### src/rtl/imem_loader.sv
// Packs a little-endian byte stream into 32-bit IMEM word writes; write strobe 1 cycle after the completing byte.
// byte_ready is a pure state decode (high only in LOAD); byte_valid gaps simply stall assembly.
module imem_loader #(
    parameter int IMEM_LEN  = 32,
    parameter int IMEM_SIZE = 10,
    parameter int CNT_W     = 4
) (
    input  logic                clk,
    input  logic                reset,
    input  logic                start,
    input  logic                byte_valid,
    input  logic [7:0]          byte_data,
    input  logic                byte_last,
    output logic                byte_ready,
    output logic                imem_we,
    output logic [63:0]         imem_waddr,
    output logic [IMEM_LEN-1:0] imem_wdata,
    output logic                busy,
    output logic                done,
    output logic                overflow,
    output logic [CNT_W-1:0]    word_count
);

    typedef enum logic [1:0] {
        IDLE = 2'd0,
        LOAD = 2'd1,
        DONE = 2'd2
    } state_t;

    state_t              state;
    state_t              state_nxt;
    logic [1:0]          byte_idx;
    logic [IMEM_LEN-1:0] asm_word;
    logic [IMEM_LEN-1:0] word_nxt;
    logic                accept;
    logic                wr_trig;
    logic                fill;
    logic                load_start;

    assign byte_ready = (state == LOAD);
    assign busy       = (state == LOAD);
    assign done       = (state == DONE);

    assign accept     = byte_valid && byte_ready;
    assign wr_trig    = accept && ((byte_idx == 2'd3) || byte_last);
    assign fill       = wr_trig && !byte_last &&
                        ((word_count + CNT_W'(1)) == CNT_W'(IMEM_SIZE));
    assign load_start = start && ((state == IDLE) || (state == DONE));

    // Bytes above the incoming one are already zero: the assembly register clears after every write.
    always_comb begin
        word_nxt = asm_word;
        word_nxt[8*byte_idx +: 8] = byte_data;
    end

    always_comb begin
        state_nxt = state;
        case (state)
            IDLE: if (start) state_nxt = LOAD;
            LOAD: if (wr_trig && (byte_last || fill)) state_nxt = DONE;
            DONE: if (start) state_nxt = LOAD;
            default: state_nxt = IDLE;
        endcase
    end

    always_ff @(posedge clk or posedge reset) begin
        if (reset) begin
            state <= IDLE;
        end else begin
            state <= state_nxt;
        end
    end

    always_ff @(posedge clk or posedge reset) begin
        if (reset) begin
            byte_idx   <= 2'd0;
            asm_word   <= '0;
            imem_we    <= 1'b0;
            imem_waddr <= '0;
            imem_wdata <= '0;
            overflow   <= 1'b0;
            word_count <= '0;
        end else begin
            imem_we <= wr_trig;
            if (load_start) begin
                byte_idx   <= 2'd0;
                asm_word   <= '0;
                overflow   <= 1'b0;
                word_count <= '0;
            end else if (accept) begin
                if (wr_trig) begin
                    imem_waddr <= {{(64-CNT_W){1'b0}}, word_count};
                    imem_wdata <= word_nxt;
                    word_count <= word_count + CNT_W'(1);
                    overflow   <= fill;
                    byte_idx   <= 2'd0;
                    asm_word   <= '0;
                end else begin
                    byte_idx <= byte_idx + 2'd1;
                    asm_word <= word_nxt;
                end
            end
        end
    end

endmodule

### config.mk
export PLATFORM = sky130hd
export DESIGN_NAME = imem_loader
export DESIGN_NICKNAME = d
export VERILOG_FILES = /design/src/rtl/imem_loader.sv
export SDC_FILE = /design/constraint.sdc
export NUM_CORES = 1
export LEC_CHECK = 0
export ABC_AREA = 1
export BUFFER_PORTS_ARGS = -buffer_cell sky130_fd_sc_hd__buf_2
export CAP_MARGIN = 20
export CORE_ASPECT_RATIO = 0.7
export CORE_MARGIN = 3
export CORE_UTILIZATION = 29
export CTS_CLUSTER_DIAMETER = 50
export CTS_CLUSTER_SIZE = 16
export DETAILED_ROUTE_END_ITERATION = 8
export PLACE_DENSITY = 0.56
export SYNTH_ARGS = -nofsm -noshare
export SYNTH_HDL_FRONTEND = slang
export SYNTH_SLANG_ARGS = --single-unit
### constraint.sdc
create_clock -name clk -period 2.5 [get_ports clk]
set_input_delay 0.25 -clock clk [delete_from_list [all_inputs] [get_ports clk]]
set_output_delay 0.25 -clock clk [all_outputs]
set_load 0.02 [all_outputs]
==> results of run 1 <==
[through the flow]
| step | hold slack [ps] | utilization | power, mW |
|---|---|---|---|
| floorplan | 403 | - | 3.24 |
| global placement | 365 | 0.314 | 3.63 |
| detailed placement | 372 | 0.314 | 3.70 |
| CTS | 11.5 | 0.337 | 5.10 |
| global route | 44.7 | 0.337 | 5.39 |
| finish | 1.54 | 0.337 | 5.05 |
[worst max-delay path: stages (launching register included)]
cell and delay [ps]:
dfrtp_1 590, inv_1 210, ha_1 390, nor2_1 500, a22oi_1 220, o21ai_1 200
[cell families (layout without fill, tap and decap cells)]
group,after synthesis,after routing,share of synthesized area
other,1,60,0.000946
AO/OA/AOI/OAI,80,80,0.109
adder cells (fa/ha/maj),7,7,0.0221
buffers and inverters,116,113,0.180
AND/OR/NAND/NOR,195,195,0.196
flip-flops,78,78,0.492
[state kept, by name, indices dropped and copies added (netlist names)]
| name | count |
|---|---|
| imem_wdata | 32 |
| state | 2 |
| imem_we | 1 |
| overflow | 1 |
| word_count | 4 |
| asm_word | 32 |
| byte_idx | 2 |
| imem_waddr | 4 |
[routing by layer]
layer	track usage	up-vias	part of all wire
met5	0	-	0
li1	-	1480	-
met1	0.181	1453	0.50
met3	0.0354	7	0.061
met4	0.0359	0	0.0061
met2	0.171	107	0.43
[synthesized netlist by cell type (all sizes together)]
library cell,number
nand3,6
a22oi,7
nor2,23
nand4,4
buf,75
nand2,162
clkbuf,3
a21oi,7
inv,38
o22ai,9
a31oi,1
o21ai,56
conb,1
ha,7
dfrtp,78
[final cells by class]
class,count,area [sq um],area share
multi-input cells,342,1520,0.340
clock buffers,10,229,0.0511
clock inverters,6,86.3,0.0193
inverters,38,145,0.0324
repair buffers,59,313,0.0699
well taps,185,231,0.0517
flip-flops and latches,78,1950,0.436
[worst max-delay path by stage]
| stage | end | cells past startpoint | start | slack (ps) |
|---|---|---|---|---|
| 2_1_floorplan | asm_word[0]$_DFFE_PP0P_ | 1 | reset | 250 |
| 3_3_place_gp | imem_wdata[5]$_DFFE_PP0P_ | 7 | byte_idx[0]$_DFFE_PP0P_ | 570 |
| 3_5_place_dp | asm_word[24]$_DFFE_PP0P_ | 5 | byte_idx[0]$_DFFE_PP0P_ | 400 |
| 4_1_cts | asm_word[28]$_DFFE_PP0P_ | 5 | byte_idx[0]$_DFFE_PP0P_ | 370 |
| 5_1_grt | asm_word[31]$_DFFE_PP0P_ | 7 | byte_idx[0]$_DFFE_PP0P_ | 130 |
| 6_report | asm_word[24]$_DFFE_PP0P_ | 5 | byte_idx[0]$_DFFE_PP0P_ | 300 |
[power groups by stage]
stage                     Clock, mW  Sequential (mW)  Combinational (mW)
after floorplan                   0             2.06                1.18
after global placement            0             1.84                1.79
after detailed placement          0             1.86                1.84
after CTS                      1.41             1.84                1.85
after global routing           1.46             1.89                2.04
final                          1.38             1.84                1.83
==> metrics.md, run 1 <==
| Metric | Value |
|---|---|
| Die width | 146 um |
| DRC violations left | 0 |
| WL/cell | 12.9 um |
| Placed Area | 0.00416 sq mm |
| Fillers | approximately 1400 |
| DR vias | ~3000 |
| Non-Filler Instances | 718 |
| Setup TNS | 0 ps |
| Max Fclk | 455 MHz |
| Hold crit path type | input port to async pin |
| Routed WL | 9.29 mm |
| WP data arrival | 2450 ps |
| Longest Clk Path Bufs | 2 |
| Clock Power Share | 0.273 |
| Setup ws final | 304 ps |
| Post-synth top area cell | dfrtp_1 |
| CP required | between 2000 and 3000 ps |
| Sw Ratio | 0.410 |
| Worst reg2reg setup slack | 300 ps |
| Initial antenna violation count | 0 |
| Avg Inst Size Synth | about 8.3 sq um |
| Num rows | 35 |
| CTS root buf | clkbuf_16 |
| Crit-path max FO | 14 |
| Endpoint class of the critical path | register |
| Sink Count | 78 |
| DR pass1 iterations | 5 |
| Sw power | 2.07 mW |
| Final Instance Area | 0.00448 sq mm |
| DP Worst Slack | between 300 and 400 ps |
| Core box area | 0.0133 sq mm |
| RSZ-0062 raised after global routing | no |
| DRT antenna net count | 0 |
| Cts hold-fix bufs | 0 |
| Post-Synthesis Cells | 477 |
| Commonest cells after routing, fill and taps aside | nand2_1 (161), dfrtp_1 (78), conb_1 (60) |
| Post-synth top area share | 0.492 |
| Worst-margin pin slew | 642 ps |
| Reg clk slew, reported paths | 60 ps |
| Post-synth cell types | 23 |
| PD cells | roughly 1100 mW/mm^2 |
| Io pins | 118 |
| Final hold viol count | 0 |
| Ant diodes | 0 |
| VDD IR max | 446 uV |
| Total grt overflow | 0 |
| Endpoints failing setup | 0 |
| DP Cell Count | 702 |
| Comb pwr share | 0.363 |
| Later-pin clock latency in the skew report | ~340 ps |
| Crit path launch type | register |
| Largest net degree at the start of global routing | 53 |
| Share of layout cells above drive strength 1 | 0.154 |
| Die height | 104 um |
| Pins Over Slew Limit | 0 |
| R2R cell count | 5 |
| Die ar. | 0.0151 sq mm |
| Layout area overhead | 12.9% |
| Starting Density | 0.299 |
| Drt first-iter violations | 189 |
| Buffers added on ports | 57 |
| Critical path type | register to register |
| Mapped cell area | 0.00397 sq mm |
| Total Nets Final | 548 |
| MaxCap Viol Count | 0 |
| HPWL Detailed | around 6.7 mm |
| Outcome | finished, final reports clean |
| Synth top area cells | dfrtp_1 (49%), nand2_1 (15%), buf_4 (12%) |
| Gr usage total | 0.122 |
| Vias in the first global route | 2860 |
| Global-route wire length before repair | 15.0 mm |
| Clock Skews | around 8.0 ps |
| Num CTS Buffers | 9 |
| Tmin final | 2200 ps |
| Worst R2R End | asm_word[24]$_DFFE_PP0P_ |
| Static Leak | 2.38 nW |
| TritonCTS clock tree | done |
| Reg2reg start | byte_idx[0]$_DFFE_PP0P_ |
| Vias per cell | 4.24 |
| Part of the cycle the worst path needs | 0.878 |
| Post_cts resized | 0 |
| Rel. slew slack | 0.572 |
| Syn. warnings | 0 |
| Sequential fraction of the synthesis area | 0.492 |
| # H-tree levels | 3 |
| Seq cells post-synth | 78 |
| # Post-CTS Setup Buffers | 0 |
| Flop pwr share | 0.364 |
| Internal power | 2.98 mW |
| Commonest non-fill, non-tap cell in the layout | nand2_1 |
| GP Congestion | 0.824 |
No activity file was read; power rests on OpenSTA's default activity.
==> inputs of run 2 (changes only) <==
--- a/config.mk
+++ b/config.mk
@@ -14,7 +14,6 @@
 export CTS_CLUSTER_DIAMETER = 50
 export CTS_CLUSTER_SIZE = 16
 export DETAILED_ROUTE_END_ITERATION = 8
-export PLACE_DENSITY = 0.56
 export SYNTH_ARGS = -nofsm -noshare
 export SYNTH_HDL_FRONTEND = slang
 export SYNTH_SLANG_ARGS = --single-unit
==> run 2 against run 1 <==
  * Clock skew is 1.6 ps lower
  * Combinational power hardly changed
  * Cell count is 0.56% higher
  * Design area is 1.2% higher
  * Critical path depth is 2 higher
  * Critical path type unchanged
  * Sequential share of layout area is 0.53 points lower
  * Via count is 3.4% lower
  * Critical endpoint is now imem_wdata[4]$_DFFE_PP0P_
  * Sequential cell count stayed put
  * Worst hold slack better by 210 ps
  * Global-route usage is 0.21 points higher
  * Non-clock buffer count is 4 higher
  * Largest cell class unchanged
  * Core utilization is 0.41 points higher
==> metrics.md, run 2 (synthesized netlist as in run 1, its figures left out) <==
| Metric | Value |
|---|---|
| Commonest cells after routing, fill and taps aside | nand2_1 (161), dfrtp_1 (78), conb_1 (60) (unchanged) |
| PD cells | 1140 mW/mm^2 (was 1130 mW/mm^2) |
| Starting Density | 0.299 (unchanged) |
| Max Fclk | 488 MHz (was 455 MHz) |
| Fillers | 1383 (was 1403) |
| Die width | 146 um (unchanged) |
| CP Buf/Inv Count | 2 (was 1) |
| DR pass1 iterations | 4 (was 5) |
| WP data arrival | 2320 ps (was 2450 ps) |
| Reg clk slew, reported paths | 60 ps (about the same) |
| Later-pin clock latency in the skew report | 330 ps (was 340 ps) |
| Setup TNS | 0 ps (unchanged) |
| Outcome | finished, final reports clean (unchanged) |
| Critical path's top delay family | flip-flops (unchanged) |
| Crit path launch type | register (unchanged) |
| Setup ws final | 451 ps (was 304 ps) |
| MaxCap Viol Count | 0 (unchanged) |
| Crit-path max FO | 14 (unchanged) |
| Buffers added on ports | 57 (unchanged) |
| CP max stage cell | dfrtp_1 (unchanged) |
| Endpoint class of the critical path | register (unchanged) |
| Worst reg2reg setup slack | 450 ps (was 300 ps) |
| TritonCTS clock tree | done (unchanged) |
| DRT antenna net count | 0 (unchanged) |
| Vias per cell | 4.07 (was 4.24) |
| Num CTS Buffers | 9 (unchanged) |
| CP max stage delay | 570 ps (was 590 ps) |
| Gr usage total | 0.124 (was 0.122) |
| # Post-CTS Setup Buffers | 0 (unchanged) |
| Ant diodes | 0 (unchanged) |
| Total Nets Final | 552 (was 548) |
| Part of the cycle the worst path needs | 0.820 (was 0.878) |
| WL/cell | 12.6 um (was 12.9 um) |
| Io pins | 118 (unchanged) |
| Clock Skews | 6.43 ps (was 8.02 ps) |
| Sink Count | 78 (unchanged) |
| Drt first-iter violations | 168 (was 189) |
| Share of layout cells above drive strength 1 | 0.156 (was 0.154) |
| GP Congestion | 0.797 (was 0.824) |
| CTS root buf | clkbuf_16 (unchanged) |
| Final hold viol count | 0 (unchanged) |
| Post_cts resized | 0 (unchanged) |
| Biggest regs | asm_word x32, imem_wdata x32 (unchanged) |
| Pins Over Slew Limit | 0 (unchanged) |
| Worst-path cell chain | inv_1 -> ha_1 -> inv_1 -> nand4_1 -> o22ai_1 -> nand2_1 -> nand2_1 (was inv_1 -> ha_1 -> nor2_1 -> a22oi_1 -> o21ai_1) |
| Core box area | 0.0133 sq mm (unchanged) |
| Longest Clk Path Bufs | 2 (unchanged) |
| Pwr Total | 5.18 mW (was 5.05 mW) |
| # H-tree levels | 3 (unchanged) |
| Commonest non-fill, non-tap cell in the layout | nand2_1 (unchanged) |
| Total grt overflow | 0 (unchanged) |
| VDD IR max | 410 uV (was 446 uV) |
| Initial antenna violation count | 0 (unchanged) |
| Worst-margin pin slew | 588 ps (was 642 ps) |
| DR vias | 2942 (was 3047) |
| Endpoints failing setup | 0 (unchanged) |
| Largest net degree at the start of global routing | 43 (was 53) |
| Num rows | 35 (unchanged) |
| Die height | 104 um (unchanged) |
| Rel. slew slack | 0.607 (was 0.572) |
| Hold crit path type | input port to register (was input port to async pin) |
| Die ar. | 0.0151 sq mm (unchanged) |
| Routed WL | 9.11 mm (was 9.29 mm) |
| Tmin final | 2050 ps (was 2200 ps) |
| HPWL Detailed | 6.69 mm (was 6.72 mm) |
| CP required | 2770 ps (was 2760 ps) |
| DP Worst Slack | 488 ps (was 399 ps) |
| Static Leak | 2.41 nW (was 2.38 nW) |
| Layout area overhead | 14.3% (was 12.9%) |
| Global-route wire length before repair | 15.3 mm (was 15.0 mm) |
| Cts hold-fix bufs | 1 (was 0) |
| Vias in the first global route | 2855 (was 2860) |
| DRC violations left | 0 (unchanged) |
| RSZ-0062 raised after global routing | no (unchanged) |
| Critical path type | register to register (unchanged) |
[run 2: power breakdown]
group / internal [mW] / switching [mW] / total, mW
Clock: 1.03 / 0.493 / 1.52
Sequential: 1.61 / 0.221 / 1.83
Combinational: 0.510 / 1.32 / 1.83
Total: 3.15 / 2.04 / 5.18
[run 2: worst register-to-register path: stages, from the launching register on]
cell	delay, ps
dfrtp_1	570
inv_1	190
ha_1	380
inv_1	90
nand4_1	300
o22ai_1	300
nand2_1	80
nand2_1	70
[run 2: worst paths after layout]
check | startpoint | to | cells after the start
worst max register to register | byte_idx[0]$_DFFE_PP0P_ | imem_wdata[4]$_DFFE_PP0P_ | 7
min in group asynchronous | reset | imem_wdata[9]$_DFFE_PP0P_ | 3
worst min register to register | imem_wdata[22]$_DFFE_PP0P_ | imem_wdata[22]$_DFFE_PP0P_ | 2
worst min-delay path | start | state[1]$_DFFE_PP0P_ | 4
worst max-delay path | byte_idx[0]$_DFFE_PP0P_ | imem_wdata[4]$_DFFE_PP0P_ | 7
max in group asynchronous | reset | byte_idx[1]$_DFFE_PP0P_ | 4
[run 2: metrics by stage]
stage | util | cells | instance area, sq um | hold WS [ps]
finish | 0.342 | 722 | 4530 | 213
detailed placement | 0.314 | 705 | 4170 | 172
global route | 0.342 | 722 | 4530 | 225
floorplan | - | 536 | 4190 | 403
CTS | 0.342 | 722 | 4530 | 204
global placement | 0.314 | 705 | 4170 | 173
[run 2: layout make-up]
| cell class | count | area (sq um) | share of cell area |
|---|---|---|---|
| clock inverter | 3 | 90.1 | 0.0199 |
| timing repair buffer | 63 | 333 | 0.0734 |
| tap | 185 | 231 | 0.0511 |
| sequential | 78 | 1950 | 0.431 |
| multi-input combinational | 342 | 1520 | 0.335 |
| clock buffer | 13 | 260 | 0.0574 |
| inverter | 38 | 145 | 0.0320 |
[run 2: per-layer routing]
layer | up-vias | track usage | part of all wire
li1 | 1494 | - | -
met1 | 1366 | 0.190 | 0.53
met2 | 78 | 0.168 | 0.42
met3 | 4 | 0.0328 | 0.050
met4 | 0 | 0.0407 | 0.0070
met5 | - | 0 | 0
==> inputs of run 3 (changes only) <==
--- a/config.mk
+++ b/config.mk
@@ -5,7 +5,7 @@
 export SDC_FILE = /design/constraint.sdc
 export NUM_CORES = 1
 export LEC_CHECK = 0
-export ABC_AREA = 1
+export ABC_AREA = 0
 export BUFFER_PORTS_ARGS = -buffer_cell sky130_fd_sc_hd__buf_2
 export CAP_MARGIN = 20
 export CORE_ASPECT_RATIO = 0.7
==> constraint.sdc (replaced) <==
create_clock -name clk -period 1.9 [get_ports clk]
set_input_delay 0.19 -clock clk [delete_from_list [all_inputs] [get_ports clk]]
set_output_delay 0.19 -clock clk [all_outputs]
set_load 0.02 [all_outputs]
==> run 3 against run 2 <==
  * Fmax increased by 13%
  * Largest power group unchanged
  * Sequential power grew 7%
  * Highest routed layer unchanged
  * Die area is 6.4% higher
==> metrics.md, run 3 <==
| Metric | Value |
|---|---|
| Total Nets Final | 511 (was 552) |
| Worst-path cell chain | inv_1 -> ha_1 -> and4b_2 -> and4_1 -> a221o_1 (was inv_1 -> ha_1 -> inv_1 -> nand4_1 -> o22ai_1 -> nand2_1 -> nand2_1) |
| CP required | 2120 ps (was 2770 ps) |
| DRT antenna net count | 0 (unchanged) |
| Post-synth top area share | 0.461 (was 0.492) |
| Worst-margin pin slew | 539 ps (was 588 ps) |
| Largest net degree at the start of global routing | 56 (was 43) |
| Pins Over Slew Limit | 0 (unchanged) |
| CP Buf/Inv Count | 1 (was 2) |
| Max Fclk | 553 MHz (was 488 MHz) |
| Sink Count | 78 (unchanged) |
| Post-Synthesis Cells | 439 (was 477) |
| Static Leak | 2.43 nW (was 2.41 nW) |
| Final hold viol count | 0 (unchanged) |
| Largest family of logic cells by synthesized area | simple AND/OR/NAND/NOR gates (unchanged) |
| WP data arrival | 2030 ps (was 2320 ps) |
| Placed Area | 0.00454 sq mm (was 0.00417 sq mm) |
| Crit-path max FO | 10 (was 14) |
| Most numerous cell in the Yosys netlist | dfrtp_1 (was nand2_1) |
| Reg clk slew, reported paths | 60 ps (about the same) |
| Synth cell count leaders | dfrtp_1 (78), buf_4 (65), o21ai_0 (62) (was nand2_1 (161), dfrtp_1 (78), buf_4 (63)) |
| Post-synth cell types | 40 (was 23) |
| Avg Inst Size Synth | 9.64 sq um (was 8.31 sq um) |
| Total grt overflow | 0 (unchanged) |
| Commonest cells after routing, fill and taps aside | dfrtp_1 (78), o21ai_0 (62), conb_1 (60) (was nand2_1 (161), dfrtp_1 (78), conb_1 (60)) |
| CP max stage delay | 410 ps (was 570 ps) |
| # Post-CTS Setup Buffers | 0 (unchanged) |
| Compound-Gate Fraction of Synth Area | 0.157 (was 0.109) |
| Num rows | 36 (was 35) |
| Buffers added on ports | 57 (unchanged) |
| Mapped cell area | 0.00423 sq mm (was 0.00397 sq mm) |
| Die ar. | 0.0161 sq mm (was 0.0151 sq mm) |
| Busiest grt layer | met2 (was met1) |
| Hold crit path type | input port to register (unchanged) |
| Vias in the first global route | 3198 (was 2855) |
| Vias per cell | 4.80 (was 4.07) |
| Rel. slew slack | 0.640 (was 0.607) |
| Die width | 150 um (was 146 um) |
| Ys flop type | dfrtp_1 (unchanged) |
| Routing usage on met1 | 0.191 (was 0.190) |
| Endpoints failing setup | 0 (unchanged) |
| Longest Clk Path Bufs | 2 (unchanged) |
| Core box area | 0.0141 sq mm (was 0.0133 sq mm) |
| Part of the cycle the worst path needs | 0.952 (was 0.820) |
| Io pins | 118 (unchanged) |
| GP Congestion | 0.799 (was 0.797) |
| Ant diodes | 0 (unchanged) |
| Adder-cell share of the synthesized area | 0.0207 (was 0.0221) |
| Critical path's top delay family | simple AND/OR/NAND/NOR gates (was flip-flops) |
| Post-synth EDFFs | 0 (unchanged) |
| Simple-Gate Fraction of Synth Area | 0.188 (was 0.196) |
| DRC violations left | 0 (unchanged) |
| PD cells | 1160 mW/mm^2 (was 1140 mW/mm^2) |
| Later-pin clock latency in the skew report | 340 ps (was 330 ps) |
| Drt first-iter violations | 323 (was 168) |
| Layout area overhead | 15.7% (was 14.3%) |
| Crit path launch type | register (unchanged) |
| Global-route wire length before repair | 17.0 mm (was 15.3 mm) |
| Initial antenna violation count | 0 (unchanged) |
| CTS root buf | clkbuf_16 (unchanged) |
| Routed WL | 10.9 mm (was 9.11 mm) |
| Post-synth top area cell | dfrtp_1 (unchanged) |
| CP max stage cell | dfrtp_1 (unchanged) |
| Biggest regs | asm_word x32, imem_wdata x32 (unchanged) |
| RSZ-0062 raised after global routing | no (unchanged) |
| Worst hold margin | 193 ps (was 213 ps) |
| Seq cells post-synth | 78 (unchanged) |
| Starting Density | 0.300 (was 0.299) |
| Tmin final | 1810 ps (was 2050 ps) |
| Die height | 107 um (was 104 um) |
| VDD IR max | 501 uV (was 410 uV) |
| Endpoint class of the critical path | register (unchanged) |
| Synth top area cells | dfrtp_1 (46%), buf_4 (12%), o21ai_0 (7.3%) (was dfrtp_1 (49%), nand2_1 (15%), buf_4 (12%)) |
| Met3 usage | 0.0427 (was 0.0328) |
| Num CTS Buffers | 9 (unchanged) |
| DR pass1 iterations | 5 (was 4) |
| Syn. warnings | 0 (unchanged) |
| Share of layout cells above drive strength 1 | 0.216 (was 0.156) |
| Pwr Total | 5.68 mW (was 5.18 mW) |
| HPWL Detailed | 7.44 mm (was 6.69 mm) |
| Post-synthesis xor/xnor area fraction | 0.00414 (was 0) |
| # H-tree levels | 3 (unchanged) |
| Final Instance Area | 0.00490 sq mm (was 0.00453 sq mm) |
| Sequential fraction of the synthesis area | 0.461 (was 0.492) |
| Fin util | 0.347 (was 0.342) |
| Critical path type | register to register (unchanged) |
| TritonCTS clock tree | done (unchanged) |
| Gr usage total | 0.135 (was 0.124) |
| WL/cell | 15.8 um (was 12.6 um) |
| Setup TNS | 0 ps (unchanged) |
| Outcome | finished, final reports clean (unchanged) |
| MaxCap Viol Count | 0 (unchanged) |
| DR vias | 3290 (was 2942) |
| Commonest non-fill, non-tap cell in the layout | dfrtp_1 (was nand2_1) |
| Post-synth ARST share | 1.00 (unchanged) |
| Global-route met2 utilization | 0.196 (was 0.168) |
| Mux contribution to synthesized area | 0.0157 (was 0) |
| Clock Skews | 5.60 ps (was 6.43 ps) |
run 3: cell count changes after synthesis, sizes merged, moves of 20 or more:
cell and delta:
a21oi +26, inv -32, nand2 -157, nand3 +36
nor2 -20, nor2b +36
run 3: final cells by class:
type | instances | area, sq um
multi-input combinational | 321 | 1880
inverter | 6 | 26.3
timing repair buffer | 75 | 473
tap | 190 | 238
sequential | 78 | 1950
fill | 1437 | 9200
clock inverter | 5 | 81.3
clock buffer | 11 | 253
run 3: logic make-up (layout without fill, tap and decap cells):
kind of cell,Yosys count,after routing
muxes,6,6
buffers and inverters,99,97
and+or+nand+nor,128,128
other,1,60
adders and majority gates,7,7
DFF,78,78
AOI/OAI and AO/OA,118,118
xor gates and xnor gates,2,2
run 3: worst min-delay path: cells and delay by family:
| family | cells | cell delay (ps) |
|---|---|---|
| and+or+nand+nor | 2 | 120 |
| AOI/OAI and AO/OA | 1 | 60 |
| buffers and inverters | 1 | 120 |
run 3: repair_timing:
item                                    CTS  global route
hold endpoints to repair                 14             0
hold buffers                              1             0
endpoints found under the setup margin    6            20
resized for setup                         1             4
run 3: metrics by stage:
| stage | setup slack, ps | std cells |
|---|---|---|
| after floorplan | 189 | 498 |
| after global placement | 92.6 | 669 |
| after detailed placement | 12.7 | 669 |
| after CTS | 33.0 | 686 |
| after global routing | 12.6 | 686 |
| final | 91.5 | 686 |
run 3: metal layers:
| layer | vias up | share of wire | wire length (um) |
|---|---|---|---|
| met5 | - | 0 | 0 |
| met4 | 0 | 0.014 | 156 |
| met3 | 14 | 0.072 | 786 |
| met2 | 111 | 0.45 | 4860 |
| met1 | 1620 | 0.47 | 5050 |
| li1 | 1545 | - | - |
run 3: path summary, 6_finish.rpt:
| kind | to | depth (start not counted) | start | slack, ps |
|---|---|---|---|---|
| min in group asynchronous | imem_wdata[5]$_DFFE_PP0P_ | 3 | reset | 390 |
| max in group asynchronous | asm_word[4]$_DFFE_PP0P_ | 4 | reset | 920 |
| worst min register to register | asm_word[31]$_DFFE_PP0P_ | 1 | asm_word[31]$_DFFE_PP0P_ | 500 |
| worst max register to register | asm_word[11]$_DFFE_PP0P_ | 5 | byte_idx[1]$_DFFE_PP0P_ | 90 |
| worst max-delay path | asm_word[11]$_DFFE_PP0P_ | 5 | byte_idx[1]$_DFFE_PP0P_ | 90 |
| worst min-delay path | state[0]$_DFFE_PP0P_ | 4 | byte_valid | 190 |
run 3: where the power goes:
group	switching [mW]	internal (mW)	leakage [nW]
logic	1.22	0.582	1.19
clock network	0.691	1.22	0.162
registers	0.130	1.83	1.08
